<file path="src/rtl/integer_sqrt_pkg.sv">
// Shared definitions for the sequential integer square-root unit.
//   state_t         : controller states (IDLE, BUSY, DONE)
//   root_w()        : root width, WIDTH/2
//   bits_per_cycle(): root bits resolved per clock, ceil((WIDTH/2)/CYCLES)
//   cnt_w()         : cycle counter width, clog2(CYCLES+1)
package integer_sqrt_pkg;

    typedef enum logic [1:0] {
        IDLE = 2'd0,
        BUSY = 2'd1,
        DONE = 2'd2
    } state_t;

    function automatic int root_w(input int width);
        return width / 2;
    endfunction

    function automatic int bits_per_cycle(input int width, input int cycles);
        return (width / 2 + cycles - 1) / cycles;
    endfunction

    function automatic int cnt_w(input int cycles);
        return $clog2(cycles + 1);
    endfunction

endpackage

</file>
<file path="src/rtl/integer_sqrt_seq_sqrt_digit_step.sv">
// One radix-2 restoring square-root step (purely combinational).
//   rem       : running remainder, ROOT_W+2 bits (upper two bits are always 0 here)
//   root      : partial root so far
//   pair      : next two radicand bits, MSB pair first
//   next_rem  : remainder after this step
//   next_root : partial root with one more bit appended
module sqrt_digit_step #(
    parameter int ROOT_W = 32
) (
    input  logic [ROOT_W+1:0] rem,
    input  logic [ROOT_W-1:0] root,
    input  logic [1:0]        pair,
    output logic [ROOT_W+1:0] next_rem,
    output logic [ROOT_W-1:0] next_root
);

    logic [ROOT_W+1:0] trial;
    logic [ROOT_W+1:0] sub;
    logic              fits;
    logic              unused_hi;

    // Before any step the remainder is <= 2*root < 2^ROOT_W, so shifting in
    // two bits never needs more than ROOT_W+2 bits; the top two are dropped.
    assign trial     = {rem[ROOT_W-1:0], pair};
    // The incoming root has at most ROOT_W-1 significant bits, so (root<<2)|1
    // fits in ROOT_W+2 bits.
    assign sub       = {root, 2'b01};
    assign fits      = (trial >= sub);
    assign next_rem  = fits ? (trial - sub) : trial;
    assign next_root = {root[ROOT_W-2:0], fits};
    assign unused_hi = ^rem[ROOT_W+1:ROOT_W];

endmodule

</file>
<file path="src/rtl/integer_sqrt_seq.sv">
// Multi-cycle unsigned integer square root: quotient = floor(sqrt(d)),
// remainder = d - quotient^2. Restoring recurrence, B root bits per clock,
// fixed latency of CYCLES clocks from operand capture to ready.
//   clk       : rising-edge clock
//   rst       : synchronous active-high reset
//   stall     : 1 = hold/abort, 0 = run
//   d         : unsigned radicand, captured on IDLE -> BUSY
//   quotient  : floor(sqrt(d)), zero-extended
//   remainder : d - quotient^2, zero-extended
//   ready     : result valid (sticky until stall)
module integer_sqrt_seq
    import integer_sqrt_pkg::*;
#(
    parameter int WIDTH  = 64,
    parameter int CYCLES = 28
) (
    input  logic             clk,
    input  logic             rst,
    input  logic             stall,
    input  logic [WIDTH-1:0] d,
    output logic [WIDTH-1:0] quotient,
    output logic [WIDTH-1:0] remainder,
    output logic             ready
);

    localparam int ROOT_W = root_w(WIDTH);
    localparam int B      = bits_per_cycle(WIDTH, CYCLES);
    localparam int CW     = cnt_w(CYCLES);

    state_t            state;
    logic [CW-1:0]     cnt;
    logic [WIDTH-1:0]  rad;   // radicand, shifted left two bits per resolved root bit
    logic [ROOT_W+1:0] rem;
    logic [ROOT_W-1:0] root;

    // Step chain: element 0 is the registered state, element B the next state.
    logic [B:0][WIDTH-1:0]    rad_c;
    logic [B:0][ROOT_W+1:0]   rem_c;
    logic [B:0][ROOT_W-1:0]   root_c;
    logic [B-1:0][ROOT_W+1:0] step_rem;
    logic [B-1:0][ROOT_W-1:0] step_root;
    logic [B-1:0]             act;

    assign rad_c[0]  = rad;
    assign rem_c[0]  = rem;
    assign root_c[0] = root;

    for (genvar k = 0; k < B; k++) begin : g_step
        // Once all ROOT_W bits are resolved the remaining steps pass through,
        // which also covers ROOT_W not being a multiple of B and the idle
        // cycles that pad latency out to CYCLES.
        assign act[k] = ((int'(cnt) * B + k) < ROOT_W);

        sqrt_digit_step #(.ROOT_W(ROOT_W)) u_step (
            .rem       (rem_c[k]),
            .root      (root_c[k]),
            .pair      (rad_c[k][WIDTH-1 -: 2]),
            .next_rem  (step_rem[k]),
            .next_root (step_root[k])
        );

        assign rem_c[k+1]  = act[k] ? step_rem[k]  : rem_c[k];
        assign root_c[k+1] = act[k] ? step_root[k] : root_c[k];
        assign rad_c[k+1]  = act[k] ? {rad_c[k][WIDTH-3:0], 2'b00} : rad_c[k];
    end

    always_ff @(posedge clk) begin
        if (rst) begin
            state     <= IDLE;
            cnt       <= '0;
            rad       <= '0;
            rem       <= '0;
            root      <= '0;
            quotient  <= '0;
            remainder <= '0;
            ready     <= 1'b0;
        end else begin
            case (state)
                IDLE: begin
                    if (!stall) begin
                        rad   <= d;
                        rem   <= '0;
                        root  <= '0;
                        cnt   <= '0;
                        state <= BUSY;
                    end
                end
                BUSY: begin
                    if (stall) begin
                        // Abort: outputs untouched, ready already low.
                        state <= IDLE;
                    end else begin
                        rad  <= rad_c[B];
                        rem  <= rem_c[B];
                        root <= root_c[B];
                        cnt  <= cnt + CW'(1);
                        if (cnt == CW'(CYCLES - 1)) begin
                            quotient  <= WIDTH'(root_c[B]);
                            remainder <= WIDTH'(rem_c[B]);
                            ready     <= 1'b1;
                            state     <= DONE;
                        end
                    end
                end
                DONE: begin
                    if (stall) begin
                        ready <= 1'b0;
                        state <= IDLE;
                    end
                end
                default: state <= IDLE;
            endcase
        end
    end

endmodule

</file>
<file path="config.mk">
export PLATFORM = sky130hd
export DESIGN_NAME = integer_sqrt_seq
export DESIGN_NICKNAME = d
export VERILOG_FILES = /design/src/rtl/integer_sqrt_pkg.sv /design/src/rtl/integer_sqrt_seq_sqrt_digit_step.sv /design/src/rtl/integer_sqrt_seq.sv
export SDC_FILE = /design/constraint.sdc
export NUM_CORES = 1
export LEC_CHECK = 0
export BUFFER_PORTS_ARGS = -buffer_cell sky130_fd_sc_hd__buf_2
export CAP_MARGIN = 40
export CORE_MARGIN = 2
export CORE_UTILIZATION = 60
export DETAILED_ROUTE_END_ITERATION = 10
export GPL_TIMING_DRIVEN = 0
export PLACE_DENSITY_LB_ADDON = 0.08
export SYNTH_ARGS = -nofsm -noshare
export SYNTH_HDL_FRONTEND = slang
export SYNTH_SLANG_ARGS = --single-unit
</file>
<file path="constraint.sdc">
create_clock -name clk -period 12.3 [get_ports clk]
set_input_delay 1.23 -clock clk [delete_from_list [all_inputs] [get_ports clk]]
set_output_delay 1.23 -clock clk [all_outputs]
set_load 0.01 [all_outputs]
</file>
==> metrics.yaml <==
fin_skew_ns: 0.0117
path_clk_slew_ns: 0.06
synth_warnings: 0
drive_above_1_share: 0.133
setup-violations-final: 0
drt_iter0_drc: 1225
final_max_slew_viol_count: 0
cts-root-buf: "clkbuf_16"
worst_ep_arrival_time_ns: 7.94
grt.total_usage: 0.359
cts_sinks: 204
cp_cell_sequence: "clkbuf_1 > clkbuf_1 > clkbuf_1 > clkbuf_1 > buf_1 > clkbuf_1 > mux2i_1 > ha_1 > clkbuf_1 > nand4_1 > nor4_1 > o21ai_0 > a211o_1 > o21bai_4 > a41oi_4 > buf_6 > inv_2 > nand2_1 > o31ai_1"
die_h_um: 154
synth.distinct_cells: 75
grt-ovfl-total: 0
synthArstFlopShare: 0
rsz0062_at_grt: "no"
area_growth_syn_to_layout_pct: 15.4
slew_headroom: 0.405
cp-end-kind: "flip-flop"
fin_setup_tns_ns: 0
worstMarginPinSlew_ns: 0.888
grt_pass1_vias: 12800
syn-instance-count: 1828
hold_buffers: 0
busiest_layer: "met2"
fp.dieW_um: 154
grt_start_max_net_pins: 15
cts_inserted_buffers: 23
dp_hpwl_mm: 34.0
cts_setup_buffers: 0
cts_resized: 0
max_stage_delay_ns: 0.71
critPathKind: "reg2reg"
coreArea_sq_um: 22000
ys.flop_type: "dfxtp_1"
min_period_ns: 7.50
globalRouteMet2Util: 0.585
nNetsFinal: 2182
seq_area_sq_um: 4080
synth_seq_cells: 204
detail-route-antenna-nets: 0
place_area_sq_um: 14700
hold_viol_final: 0
routed_wl_mm: 44.4
grt_antenna_before_repair: 0
vias: 14000
status: "finished clean"
cts_tree: "done"
multi_input_area_sq_um: 8460
cp_data_required_time_ns: 12.74
cts.path.max_buffers: 3
vias_per_cell: 5.96
row_count: 54
wl_per_cell_um: 18.9
grt_first_pass_wirelength_mm: 68.0
startpoint_type: "flip-flop"
nFillCells: 1892
diodes: 0
hold_path_class: "reg2reg"
port_buffers: 132
die-area_sq_um: 23700
cp_common_cell: "clkbuf_1"
grt_use_met1: 0.463
critPathMaxFanout: 10
cts-htree-levels: 1
syn-cell-area_sq_um: 13500
clk_latency_ns: 0.53
gpl.final_weighted_congestion: 0.999
syn_area_per_cell_sq_um: 7.37
drc_errors: 0
initial_core_util: 0.613
clock.fmax_mhz: 133
use_met3: 0.0722
min_period_over_period: 0.610
max-cap-violations: 0
ios: 196
drtPass1Iterations: 5
design_area_sq_um: 15500
holdWs_ns: 0.448
synth-seq-area-share: 0.303
synth_edf_count: 0
crit_slowest_cell: "clkbuf_1"
[layout make-up]
cell class | instances | area share
Buffer | 185 | 0.0608
Clock inverter | 13 | 0.0106
Multi-Input combinational cell | 1444 | 0.544
Sequential cell | 204 | 0.263
Tap cell | 280 | 0.0225
Timing Repair Buffer | 134 | 0.0440
Inverter | 56 | 0.0135
Clock buffer | 28 | 0.0415
[cell usage after synthesis (all sizes together), types with 6 or more instances]
library cell  number  area (sq um)
a211oi            75           573
a21o              22           165
a21oi            161           806
a221oi             6          52.6
a22oi             53           398
a31oi             15          93.8
and2               9          56.3
and3               7          48.8
buf               83           561
clkbuf           102           384
dfxtp            204          4080
ha                67           838
inv               56           210
mux2              16           180
mux2i             41           410
nand2            273          1020
nand2b            13          81.3
nand3             29           145
nand4             11          83.8
nor2             248           931
nor2b              7          43.8
nor3              16          80.1
o211ai             9          67.6
o21a              10          75.1
o21ai            139           699
o21bai            11          93.8
o31ai              8          60.1
xnor2             34           298
xor2              32           280
[through the flow]
stage | utilization | setup slack (ns) | instances
2_1_floorplan | - | 6.95 | 1889
3_3_place_gp | 0.670 | 4.81 | 2301
3_5_place_dp | 0.671 | 5.13 | 2303
4_1_cts | 0.708 | 5.08 | 2344
5_1_grt | 0.708 | 4.57 | 2344
6_report | 0.708 | 4.80 | 2344
[path summary, 6_finish.rpt]
check,startpoint,endpoint,slack (ns),cells after the start
setup reg to reg,cnt[4]$_SDFFE_PP0P_,rem[27]$_SDFFE_PP0P_,4.80,19
hold / removal,remainder[31]$_SDFFE_PP0P_,remainder[31]$_SDFFE_PP0P_,0.45,2
hold reg to reg,remainder[31]$_SDFFE_PP0P_,remainder[31]$_SDFFE_PP0P_,0.45,2
setup / recovery,cnt[4]$_SDFFE_PP0P_,rem[27]$_SDFFE_PP0P_,4.80,19
[placed cells by master, fill, tap and decap left out, drive strengths merged, types with 6 or more instances in the layout]
cell    instances
a21oi         161
and3            7
conb           62
clkbuf        130
nand2b         13
nand4          11
xnor2          34
a22oi          53
nand2         273
nor3           16
o211ai          9
buf           217
mux2           16
nand3          29
o21ai         139
and2            9
nor2b           7
ha             67
nor2          248
a21o           22
o21a           10
a31oi          15
dfxtp         204
o31ai           8
xor2           32
a221oi          6
a211oi         75
mux2i          41
o21bai         11
inv            58
[flip-flops by register name, indices dropped and copies added, names as in the netlist, named ones only]
register	flops
rem	34
root	32
remainder	34
cnt	5
ready	1
state	2
quotient	32
rad	62
[routing by layer]
layer | part of all wire | vias up | wire length [um]
li1 | - | 6726 | -
met1 | 0.40 | 6409 | 17700
met2 | 0.45 | 693 | 20000
met3 | 0.10 | 144 | 4610
met4 | 0.047 | 0 | 2100
met5 | 0 | - | 0
[cells by family (layout without fill, tap and decap cells)]
logic type	count (synthesis)	in the layout	share of synthesized area
buffers and inverters	241	416	0.0857
and+or+nand+nor	629	629	0.195
muxes	57	57	0.0438
DFF	204	204	0.303
xor gates and xnor gates	66	66	0.0429
AOI/OAI and AO/OA	559	559	0.264
other	1	62	0.000278
adders and majority gates	71	71	0.0652
[worst max-delay path, delay by kind of cell, from the launching register on]
family / cells / cell delay [ns]
adders and majority gates: 1 / 0.30
muxes: 1 / 0.17
and+or+nand+nor: 3 / 1.09
buffers and inverters: 9 / 4.19
AOI/OAI and AO/OA: 5 / 1.30
DFF: 1 / 0.33
Power is left out: the tool's default activity adds up to more than one toggle a clock period on the data nets, which glitch-free logic cannot reach.
